`src/rtl/impulse_period_meter.sv`:
```
// impulse_period_meter
//   Receive side of the impulse link. Measures the clock-cycle distance
//   between successive rising edges of `impulse`, reports each period with
//   a one-cycle strobe, tracks the longest period since reset, flags loss of
//   the pulse stream, and drives an 8-bit wrapping edge count on `led`.
//
// Parameters:
//   PERIOD_W       width of period, period_max and the cycle counter
//   TIMEOUT_CYCLES cycles without a rising edge before timeout
//                  (2 <= TIMEOUT_CYCLES <= 2**PERIOD_W - 1)
//
// Ports:
//   clk           system clock, all logic on rising edge
//   rst           synchronous reset, active-high
//   impulse       pulse stream from the impulse generator
//   period        last measured period in cycles
//   period_valid  one-cycle strobe when period updates
//   period_max    largest period since reset
//   timeout       high while the pulse stream is considered lost
//   led           wrapping count of rising edges
//
// Build option:
//   IMPULSE_METER_SYNC_EN  when defined, impulse passes through a 2-flop
//                          synchronizer before edge detect (+2 cycles
//                          latency, period values unchanged).
module impulse_period_meter #(
    parameter int PERIOD_W       = 16,
    parameter int TIMEOUT_CYCLES = 1000
) (
    input  logic                clk,
    input  logic                rst,
    input  logic                impulse,
    output logic [PERIOD_W-1:0] period,
    output logic                period_valid,
    output logic [PERIOD_W-1:0] period_max,
    output logic                timeout,
    output logic [7:0]          led
);

    localparam logic [1:0] IDLE    = 2'd0;
    localparam logic [1:0] MEASURE = 2'd1;
    localparam logic [1:0] TIMEOUT = 2'd2;

    localparam logic [PERIOD_W-1:0] TIMEOUT_VAL = PERIOD_W'(TIMEOUT_CYCLES);
    localparam logic [PERIOD_W-1:0] ONE         = PERIOD_W'(1);

    logic [1:0]          state;
    logic [PERIOD_W-1:0] cnt;
    logic                impulse_s;
    logic                impulse_d;
    logic                rise;

`ifdef IMPULSE_METER_SYNC_EN
    logic sync_0;
    logic sync_1;

    always_ff @(posedge clk) begin
        if (rst) begin
            sync_0 <= 1'b0;
            sync_1 <= 1'b0;
        end else begin
            sync_0 <= impulse;
            sync_1 <= sync_0;
        end
    end

    assign impulse_s = sync_1;
`else
    assign impulse_s = impulse;
`endif

    assign rise = impulse_s & ~impulse_d;

    always_ff @(posedge clk) begin
        if (rst) begin
            state        <= IDLE;
            cnt          <= '0;
            impulse_d    <= 1'b0;
            period       <= '0;
            period_valid <= 1'b0;
            period_max   <= '0;
            timeout      <= 1'b0;
            led          <= '0;
        end else begin
            impulse_d    <= impulse_s;
            period_valid <= 1'b0;

            if (rise) begin
                led <= led + 8'd1;
                cnt <= ONE;
            end

            case (state)
                IDLE: begin
                    if (rise)
                        state <= MEASURE;
                end
                MEASURE: begin
                    // A rise coinciding with cnt == TIMEOUT_VAL is still a
                    // valid measurement, so rise is tested first.
                    if (rise) begin
                        period       <= cnt;
                        period_valid <= 1'b1;
                        if (cnt > period_max)
                            period_max <= cnt;
                    end else if (cnt == TIMEOUT_VAL) begin
                        state   <= TIMEOUT;
                        timeout <= 1'b1;
                    end else begin
                        cnt <= cnt + ONE;
                    end
                end
                TIMEOUT: begin
                    // First edge after a gap only restarts the measurement.
                    if (rise) begin
                        state   <= MEASURE;
                        timeout <= 1'b0;
                    end
                end
                default: begin
                    state <= IDLE;
                end
            endcase
        end
    end

endmodule

```
`config.mk`:
```
export PLATFORM = sky130hd
export DESIGN_NAME = impulse_period_meter
export DESIGN_NICKNAME = d
export VERILOG_FILES = /design/src/rtl/impulse_period_meter.sv
export SDC_FILE = /design/constraint.sdc
export NUM_CORES = 1
export LEC_CHECK = 0
export ABC_AREA = 0
export CAP_MARGIN = 10
export CORE_AREA = 2 2 63 94
export CTS_CLUSTER_DIAMETER = 40
export DETAILED_ROUTE_END_ITERATION = 8
export DIE_AREA = 0 0 65 96
export PLACE_DENSITY = 0.9
export SYNTH_ARGS = -nofsm -noshare
export SYNTH_HDL_FRONTEND = slang
export SYNTH_SLANG_ARGS = --single-unit
```
`constraint.sdc`:
```
create_clock -name clk -period 4 [get_ports clk]
set_input_delay 1.2 -clock clk [delete_from_list [all_inputs] [get_ports clk]]
set_output_delay 1.2 -clock clk [all_outputs]
set_load 0.1 [all_outputs]
```
==> qor.yml <==
outcome:
  status: "complete, no violations"
floorplan:
  coreArea_um2: 5410
  start_util: 0.566
  die_x_um: 65
  rows: 33
  io_pins: 45
  die_h_um: 96
  dieArea_um2: 6240
sta:
  skew_ps: 8.73
  rsz0062_at_grt: "no"
  drv_slew: 0
  max_freq_mhz: 314
  min_period_over_period: 0.796
  maxSlewHeadroom: 0.318
  tightest_slew_ps: 1020
  period_minus_slack_ps: 3180
  setup_viol: 0
  hold_violations: 0
  setup_tns_ps: 0
cells_and_area:
  layout_common_cells: "dfxtp_1, nand2_1, clkdlybuf4s50_1"
  nFillCells: 416
  stdcell_area_um2: 3690
  nNetsFinal: 404
  area_growth_pct: 20.8
  stdcell_count: 457
  final_common_cell: "dfxtp_1"
  diodes: 0
  final_layout_size_suffix_gt1_frac: 0.121
  utilization: 0.683
power_and_ir_drop:
  irDropWorstVdd_mv: 0.380
  power_density_nw_per_um2: 355
  p_leak_nw: 1.28
clocking:
  cts_buffers: 9
  cts_tree: "built"
  numClockSinks: 61
  hold_buffers: 0
  cts_resized: 0
  postCtsSetupBuffers: 0
  clock_tree.buffer_depth: 2
  clk_latency_ps: 350
  clkSlewWorstSetupHoldPaths_ps: 80
  htree_levels: 3
  ctsRootBufferMaster: "clkbuf_8"
critical_path:
  cp.arrival_ps: 1980
  worst-path-buf-inv: 1
  end_kind: "output port"
  slowest_delay_ps: 1180
  required_ps: 2800
  crit_fanout: 6
  slowest_stage: "clkdlybuf4s50_1"
  reg2reg_from: "cnt[13]"
  worstSetupStartpointType: "flop"
  path_class: "reg -> out"
  r2r_end: "period_max[2]"
  path_delay_family: "buffers and inverters"
  rrSetupSlack_ps: 1660
  critical_path.cell_chain: "clkdlybuf4s50_1"
  reg2regPathDepth: 6
route:
  postRouteAntennaNets: 0
  drt-vias-per-instance: 5.47
  finalWirelength_um: 6640
  vias: 2502
  drtIter0Drc: 83
  drc_errors: 0
  wl_per_cell_um: 14.5
  drt_first_pass_iters: 4
synth:
  async_flop_share: 0
  synth_seq_cells: 61
  synthCells: 341
  synth-seq-area-share: 0.399
  synth_nets: 363
  syn_area_um2: 3060
  syn_area_per_cell_um2: 8.97
  synth_ff_type: "dfxtp_1"
  synth_cell_types: 42
  synth_edf_count: 0
  ys_warn_count: 0
global_route:
  gr-total-overflow: 0
  grt_pass1_vias: 2558
  grt_pass1_wl_um: 11200
  grt.total_usage: 0.236
  antenna_found_initial: 0
  grt_max_degree: 41
placed_design:
  dpl.hpwl_um: 4480
  routabilityCongestion: 0.787
  port_buffers: 44
  place_inst: 441
  placed_cell_area_um2: 3470
run:
  maxCapViolations: 0
hold_path:
  hold_end: "period[2]"
  min-delay-start: "period[2]"
  hp-class: "reg -> reg"
  min_path_cells: 2
## layer usage
| layer | up-vias | GRT usage | share of wire |
|---|---|---|---|
| li1 | 1232 | - | - |
| met2 | 64 | 0.426 | 0.54 |
| met5 | - | 0 | 0 |
| met3 | 13 | 0.0573 | 0.053 |
| met4 | 0 | 0.145 | 0.021 |
| met1 | 1193 | 0.242 | 0.39 |
## through the flow
step	hold WS, ps	setup WS (ps)	total power [mW]
2_1_floorplan	465	1370	0.693
3_3_place_gp	444	802	0.705
3_5_place_dp	450	692	0.708
4_1_cts	458	815	1.32
6_report	456	818	1.31
5_1_grt	488	761	1.35
## cell usage after synthesis (2+ instances only)
master	count	area (µm²)
buf_6	2	22.5
xor2_1	13	114
a21oi_1	36	180
inv_1	19	71.3
mux2i_1	16	160
nor2b_1	4	25.0
buf_2	3	15.0
nand3_1	8	40.0
nor2_1	16	60.1
nand4_2	3	37.5
nor3_1	2	10.0
nand2b_1	14	87.6
clkbuf_1	9	33.8
dfxtp_1	61	1220
or3_1	7	43.8
and3_1	3	18.8
and2_1	2	12.5
o21ai_0	8	40.0
xnor2_1	2	17.5
a21o_1	2	15.0
or2b_2	19	166
and4_1	2	17.5
ha_1	19	238
nand2_1	44	165
nand4_1	10	62.6
## registers in the layout, indices dropped and copies added, names as in the netlist
name and cells:
impulse_d 1, state 2, cnt 16, led 8
period_max 16, period_valid 1, period 16, timeout 1
## layout make-up
| type | count | area [µm²] | area share |
|---|---|---|---|
| Sequential cell | 61 | 1220 | 0.331 |
| Multi-Input combinational cell | 245 | 1640 | 0.445 |
| Clock inverter | 7 | 97.6 | 0.0264 |
| Inverter | 19 | 71.3 | 0.0193 |
| Tap cell | 70 | 87.6 | 0.0237 |
| Timing Repair Buffer | 46 | 450 | 0.122 |
| Clock buffer | 9 | 124 | 0.0335 |
## worst min-delay path, stage by stage, from the launching register on
cell,delay [ps]
dfxtp_1,310
nand2_1,50
a21oi_1,50
## worst max path at each step
stage / from / to / slack (ps) / depth (start not counted)
after global routing: led[3] / led[3] / 760 / 1
after global placement: impulse / period_max[9] / 800 / 7
final: led[3] / led[3] / 820 / 1
after CTS: led[3] / led[3] / 820 / 1
after detailed placement: impulse / period_max[2] / 690 / 7
after floorplan: period_max[15] / period_max[0] / 1370 / 9
## report_power, final
| part | leakage (nW) | total [mW] | internal [mW] | switching [mW] |
|---|---|---|---|---|
| logic | 0.684 | 0.0756 | 0.0224 | 0.0532 |
| registers | 0.492 | 0.618 | 0.613 | 0.00595 |
| clock network | 0.106 | 0.618 | 0.353 | 0.265 |
## cell families (layout without fill, tap and decap cells)
group / count (synthesis) / after routing / synth area share
simple gates: 142 / 142 / 0.267
flops: 61 / 61 / 0.399
compound gates: 53 / 53 / 0.0965
buf+inv: 35 / 81 / 0.0638
fa+ha+maj: 19 / 19 / 0.0777
mux: 16 / 16 / 0.0524
xor+xnor: 15 / 15 / 0.0429
(Power assumes the default switching activity.)
